===== config.mk =====
export PLATFORM = sky130hd
export DESIGN_NAME = flag_branch_unit_flat
export DESIGN_NICKNAME = d
export VERILOG_FILES = /design/src/rtl/flag_branch_if.sv /design/src/rtl/flag_branch_unit.sv /design/src/flat_wrapper.sv
export SDC_FILE = /design/constraint.sdc
export NUM_CORES = 1
export LEC_CHECK = 0
export ABC_CLOCK_PERIOD_IN_PS = 2200
export CAP_MARGIN = 30
export CORE_MARGIN = 2
export CORE_UTILIZATION = 37
export CTS_CLUSTER_DIAMETER = 60
export CTS_CLUSTER_SIZE = 40
export DETAILED_ROUTE_END_ITERATION = 8
export GPL_TIMING_DRIVEN = 1
export PLACE_DENSITY = 0.74
export SYNTH_ARGS = -nofsm -noshare
export SYNTH_HDL_FRONTEND = slang
export SYNTH_SLANG_ARGS = --single-unit

===== constraint.sdc =====
create_clock -name clk -period 2.2 [get_ports clk]
set_clock_uncertainty 0.05 [all_clocks]
set_input_delay 0.33 -clock clk [delete_from_list [all_inputs] [get_ports clk]]
set_output_delay 0.33 -clock clk [all_outputs]
set_load 0.03 [all_outputs]

===== src/rtl/flag_branch_if.sv =====
// Signal bundle between the ALU/decode side and the flag/branch unit.
// master drives ALU flags and flow ops; slave is the unit itself.
interface flag_branch_if #(
  parameter int ADDR_W = 20
);
  logic              flag_we;
  logic [2:0]        flag_mask;
  logic              alu_sign;
  logic              alu_zero;
  logic              alu_carry;
  logic              op_valid;
  logic              op_ready;
  logic [2:0]        op_code;
  logic [ADDR_W-1:0] op_target;
  logic [2:0]        op_data;
  logic              pc_redirect;
  logic [ADDR_W-1:0] pc_target;
  logic [2:0]        status;
  logic              trap;
  logic              trap_clear;

  modport master (
    output flag_we, flag_mask, alu_sign, alu_zero, alu_carry,
    output op_valid, op_code, op_target, op_data, trap_clear,
    input  op_ready, pc_redirect, pc_target, status, trap
  );

  modport slave (
    input  flag_we, flag_mask, alu_sign, alu_zero, alu_carry,
    input  op_valid, op_code, op_target, op_data, trap_clear,
    output op_ready, pc_redirect, pc_target, status, trap
  );
endinterface


===== src/rtl/flag_branch_unit.sv =====
// Status register {sign,zero,carry} owner and flow-control unit: conditional
// jumps with PC redirect + flush window, status load/xor, and a TRAP hold state.
module flag_branch_unit #(
  parameter int ADDR_W       = 20,
  parameter int FLUSH_CYCLES = 2
) (
  input  logic         clk,
  input  logic         rst_n,
  flag_branch_if.slave bus
);

  localparam int CNT_W = (FLUSH_CYCLES > 1) ? $clog2(FLUSH_CYCLES) : 1;

  typedef enum logic [1:0] {S_IDLE, S_FLUSH, S_TRAP} state_t;
  typedef enum logic [2:0] {
    OP_NOP, OP_JU, OP_JZ, OP_JS, OP_JZS, OP_LSR, OP_XSR, OP_TRAP
  } op_t;

  state_t            state, state_nxt;
  logic [CNT_W-1:0]  cnt;
  logic [2:0]        status_q;
  logic              redirect_q;
  logic [ADDR_W-1:0] target_q;
  logic              ready;
  logic              in_trap;

  op_t        op;
  logic [2:0] alu_flags;
  logic [2:0] fwd;
  logic       accept;
  logic       taken;
  logic       jump_go;

  assign op        = op_t'(bus.op_code);
  assign alu_flags = {bus.alu_sign, bus.alu_zero, bus.alu_carry};
  // Same-cycle ALU results are visible to jumps and XSR without a bubble.
  assign fwd       = bus.flag_we ? ((status_q & ~bus.flag_mask) | (alu_flags & bus.flag_mask))
                                 : status_q;
  assign accept    = bus.op_valid & ready;
  assign jump_go   = accept & taken;

  always_comb begin
    // NOTE: every always_comb output gets a default first so no path leaves it unassigned (no latch).
    taken = 1'b0;
    unique case (op)
      OP_JU:   taken = 1'b1;
      OP_JZ:   taken = fwd[1];
      OP_JS:   taken = fwd[2];
      OP_JZS:  taken = fwd[1] | fwd[2];
      default: taken = 1'b0;
    endcase
  end

  // NOTE: sequential state uses non-blocking assignments so all registers update from pre-edge values.
  always_ff @(posedge clk or negedge rst_n) begin
    if (!rst_n) state <= S_IDLE;
    else        state <= state_nxt;
  end

  always_comb begin
    state_nxt = state;
    unique case (state)
      S_IDLE: begin
        if (jump_go)                      state_nxt = S_FLUSH;
        else if (accept && op == OP_TRAP) state_nxt = S_TRAP;
      end
      S_FLUSH: if (cnt == '0)      state_nxt = S_IDLE;
      S_TRAP:  if (bus.trap_clear) state_nxt = S_IDLE;
      default:                     state_nxt = S_IDLE;
    endcase
  end

  always_comb begin
    ready   = (state == S_IDLE);
    in_trap = (state == S_TRAP);
  end

  always_ff @(posedge clk or negedge rst_n) begin
    if (!rst_n)                             cnt <= '0;
    else if (jump_go)                       cnt <= CNT_W'(FLUSH_CYCLES - 1);
    else if (state == S_FLUSH && cnt != '0) cnt <= cnt - 1'b1;
  end

  always_ff @(posedge clk or negedge rst_n) begin
    if (!rst_n) begin
      redirect_q <= 1'b0;
      target_q   <= '0;
    end else begin
      redirect_q <= jump_go;
      if (jump_go) target_q <= bus.op_target;
    end
  end

  // LSR beats a same-cycle ALU write; TRAP freezes the register entirely.
  always_ff @(posedge clk or negedge rst_n) begin
    if (!rst_n)                        status_q <= '0;
    else if (state != S_TRAP) begin
      if (accept && op == OP_LSR)      status_q <= bus.op_data;
      else if (accept && op == OP_XSR) status_q <= fwd ^ bus.op_data;
      else if (bus.flag_we)            status_q <= fwd;
    end
  end

  assign bus.op_ready    = ready;
  assign bus.trap        = in_trap;
  assign bus.status      = status_q;
  assign bus.pc_redirect = redirect_q;
  assign bus.pc_target   = target_q;

endmodule


===== src/flat_wrapper.sv =====
// flat-port wrapper written by rule: the top's interface ports become plain ports
module flag_branch_unit_flat 
#(
  parameter int ADDR_W       = 20,
  parameter int FLUSH_CYCLES = 2
)
  (clk, rst_n, bus_flag_we, bus_flag_mask, bus_alu_sign, bus_alu_zero, bus_alu_carry, bus_op_valid, bus_op_code, bus_op_target, bus_op_data, bus_trap_clear, bus_op_ready, bus_pc_redirect, bus_pc_target, bus_status, bus_trap);
  flag_branch_if #(.ADDR_W(ADDR_W)) bus_i ();
  input  logic clk;
  input  logic rst_n;
  input wire logic [$bits(bus_i.flag_we)-1:0] bus_flag_we;
  input wire logic [$bits(bus_i.flag_mask)-1:0] bus_flag_mask;
  input wire logic [$bits(bus_i.alu_sign)-1:0] bus_alu_sign;
  input wire logic [$bits(bus_i.alu_zero)-1:0] bus_alu_zero;
  input wire logic [$bits(bus_i.alu_carry)-1:0] bus_alu_carry;
  input wire logic [$bits(bus_i.op_valid)-1:0] bus_op_valid;
  input wire logic [$bits(bus_i.op_code)-1:0] bus_op_code;
  input wire logic [$bits(bus_i.op_target)-1:0] bus_op_target;
  input wire logic [$bits(bus_i.op_data)-1:0] bus_op_data;
  input wire logic [$bits(bus_i.trap_clear)-1:0] bus_trap_clear;
  output wire logic [$bits(bus_i.op_ready)-1:0] bus_op_ready;
  output wire logic [$bits(bus_i.pc_redirect)-1:0] bus_pc_redirect;
  output wire logic [$bits(bus_i.pc_target)-1:0] bus_pc_target;
  output wire logic [$bits(bus_i.status)-1:0] bus_status;
  output wire logic [$bits(bus_i.trap)-1:0] bus_trap;
  assign bus_i.flag_we = bus_flag_we;
  assign bus_i.flag_mask = bus_flag_mask;
  assign bus_i.alu_sign = bus_alu_sign;
  assign bus_i.alu_zero = bus_alu_zero;
  assign bus_i.alu_carry = bus_alu_carry;
  assign bus_i.op_valid = bus_op_valid;
  assign bus_i.op_code = bus_op_code;
  assign bus_i.op_target = bus_op_target;
  assign bus_i.op_data = bus_op_data;
  assign bus_i.trap_clear = bus_trap_clear;
  assign bus_op_ready = bus_i.op_ready;
  assign bus_pc_redirect = bus_i.pc_redirect;
  assign bus_pc_target = bus_i.pc_target;
  assign bus_status = bus_i.status;
  assign bus_trap = bus_i.trap;
  flag_branch_unit #(.ADDR_W(ADDR_W), .FLUSH_CYCLES(FLUSH_CYCLES)) u_core (.clk(clk), .rst_n(rst_n), .bus(bus_i));
endmodule

==> impl_results.md <==
- N_diodes: 0
- Seq pwr share: 35.5%
- Slew @ Worst Pin: 0.718 ns
- CP max stage cell: clkdlybuf4s50_1
- Core ar.: 0.00336 mm2
- Slew HR: 52.0%
- WL final: 3020 um
- Num rows: 21
- Ys async rst share: 100%
- # hold bufs at CTS: 0
- Layout Nets: 208
- Pleak: 0.886 nW
- CTS clk-pin slew, worst paths: 0.15 ns
- Commonest cells in the synthesized netlist: dfrtp_1, mux2_4, nor2_1, a21oi_1, nand2_1
- Largest cells by area after synthesis: dfrtp_1, mux2_4, mux2_2
- Yosys top cell by area: dfrtp_1
- RR Startpoint: u_core.bus.status[2]$_DFFE_PN0P_
- EDFF count, synth: 0
- Netlist Area Pre-Place: 0.00130 mm2
- Crit share post-route: 96.6%
- Synth cell types: 34
- Synthesized Nets: 134
- # setup viols final: 0
- Sequential share of the synthesized area: 52.1%
- RePlAce Congestion: 0.743
- Drt first pass iters: 4
- Status: completed
- Gates resized, CTS repair: 0
- Ys flop type: dfrtp_1
- GR Overflow Total: 0
- Drt via density: 4.75
- Min cycle time layout: 2.12 ns
- Tot Pwr: 2.41 mW
- Max_cap viols: 0
- Pin count of the biggest net entering global routing: 28
- Startpoint Class: input pin
- Drt wl/cell: 14.0 um
- Area grow syn2layout: 58.1%
- Initial antenna violation count: 0
- Synth top area share: 52.1%
- Die height: 63.2 um
- Unrepaired setup endpoints after global routing: no
- Starting density of the core: 38.6%
- H-tree levels: 1
- Total GRT Usage: 15.8%
- Port Buf Inserts: 62
- Die X: 63.2 um
- Final hold vios: 0
- Pins Over Slew Limit: 0
- Clk_lat worst skew: 0.32 ns
- VDD IR max: 710 uV
- Dpl cells: 212
- Arr. time, crit path: 2.30 ns
- Via count: 1027
- Drt initial violations: 31
- Switch share: 39.0%
- Cell count after synthesis: 97
- Fraction of layout cells with a size suffix above 1: 22.9%
- Number of synthesis warnings: 0
- Count leader, synth: dfrtp_1
- Non-filler cells, final: 216
- Crit path cell chain: clkdlybuf4s50_1, nand2_2, mux2i_2, nor4b_1, o311a_4, mux2_2
- Synth Area per Inst: 13.4 um2
- Post-DP HPWL: 2360 um
- Pwr dens: 1170 mW/mm2
- FF+latch count, synth: 27
- CP max stage delay: 0.53 ns
- NetSw: 0.941 mW
- Max Fclk: 471 MHz
- CP Launch Point: bus_flag_we
- Clock Sinks: 27
- Post-DRT Antenna Nets: 0
- Die area: 0.00400 mm2
- Postcts setup bufs: 0
- Worst Path Required: 2.38 ns
- Post-Route Utilization: 61.0%
- Root buffer cell: clkbuf_4
- Vias in the first global route: 1054
- Num CTS Buffers: 3
- Max Buffers Root-to-Sink: 2
- Fin Hold WS: 0.303 ns
- Setup CP Type: input pin to flip-flop
- # DRC: 0
- First-pass GRT wire length: 5030 um
- Crit. End Element: flip-flop
- Maximum fanout along the worst path: 23
- Clk pwr share: 8.7%
- Io pins: 63
- Logic pwr share: 55.8%
- CTS tree: done
- Pint: 1.47 mW
- Worst min-delay path class: input pin to async pin
==> through the flow <==
step                      TNS, ns  setup WS, ns  instance area (um2)
after floorplan                 0         0.204                 1300
after global placement      -4.31        -0.244                 2020
after detailed placement    -5.11        -0.276                 2020
after CTS                       0        0.0709                 2050
after global routing            0       0.00519                 2050
final                           0        0.0756                 2050
==> kinds of logic after synthesis <==
group                  count (synthesis)  share of synthesized area [%]
AO/OA/AOI/OAI                         20                           11.8
multiplexers                          22                           24.1
buffers and inverters                  4                           2.31
flip-flops                            27                           52.1
AND/OR/NAND/NOR                       24                           9.74
==> layer usage <==
layer	routed length (um)	global-route usage, %	vias to the layer above
li1	-	-	502
met1	1370	21.1	491
met2	1450	26.2	32
met3	184	3.93	2
met4	17	3.26	0
met5	0	0	-
==> final timing paths <==
path	end	slack, ns	depth (start not counted)
worst min register to register	u_core.cnt$_DFFE_PN0P_	0.45	1
min in group clk	u_core.cnt$_DFFE_PN0P_	0.45	1
max in group asynchronous	u_core.bus.pc_target[5]$_DFFE_PN0P_	1.54	2
worst max-delay path	u_core.bus.pc_target[1]$_DFFE_PN0P_	0.08	6
worst min-delay path	u_core.bus.pc_target[14]$_DFFE_PN0P_	0.30	2
worst max register to register	u_core.bus.pc_target[18]$_DFFE_PN0P_	0.24	5
==> layout by cell type (no fill, tap or decap), types with 2 or more instances in the layout <==
cell type | Yosys | final
mux2_4 | 17 | 17
a22o_1 | 2 | 2
clkbuf_4 | 0 | 3
nor2b_1 | 2 | 2
o21ai_0 | 2 | 2
a31o_2 | 2 | 2
dfrtp_1 | 27 | 27
buf_4 | 0 | 10
nand2_1 | 5 | 5
clkdlybuf4s50_1 | 0 | 62
mux2_2 | 3 | 3
nor2_1 | 7 | 7
a21oi_1 | 5 | 5
==> sequential cells by signal (all words and copies together), names as in the netlist <==
register and cells:
u_core.bus.pc_target 20, u_core.bus.status 3, u_core.state 2, u_core.bus.pc_redirect 1, u_core.cnt 1
==> power groups by stage <==
| stage | clock network (mW) | logic (mW) | registers (mW) |
|---|---|---|---|
| final | 0.210 | 1.35 | 0.855 |
| after global routing | 0.240 | 1.41 | 0.883 |
| after CTS | 0.214 | 1.36 | 0.856 |
| after detailed placement | 0 | 1.36 | 0.854 |
| after global placement | 0 | 1.33 | 0.856 |
| after floorplan | 0 | 0.388 | 1.24 |
==> layout make-up <==
cell class / instances / area (um2)
well taps: 46 / 57.6
repair buffers: 72 / 696
inverters: 1 / 3.75
fillers: 295 / 1310
multi-input cells: 66 / 592
flip-flops and latches: 27 / 676
clock inverters: 1 / 5.00
clock buffers: 3 / 22.5
==> worst max-delay path, delay by kind of cell <==
| family | cells | cell delay [ns] |
|---|---|---|
| AO/OA/AOI/OAI | 1 | 0.50 |
| buffers and inverters | 1 | 0.53 |
| multiplexers | 2 | 0.54 |
| AND/OR/NAND/NOR | 2 | 0.38 |
Power figures use the tool's default switching activity.
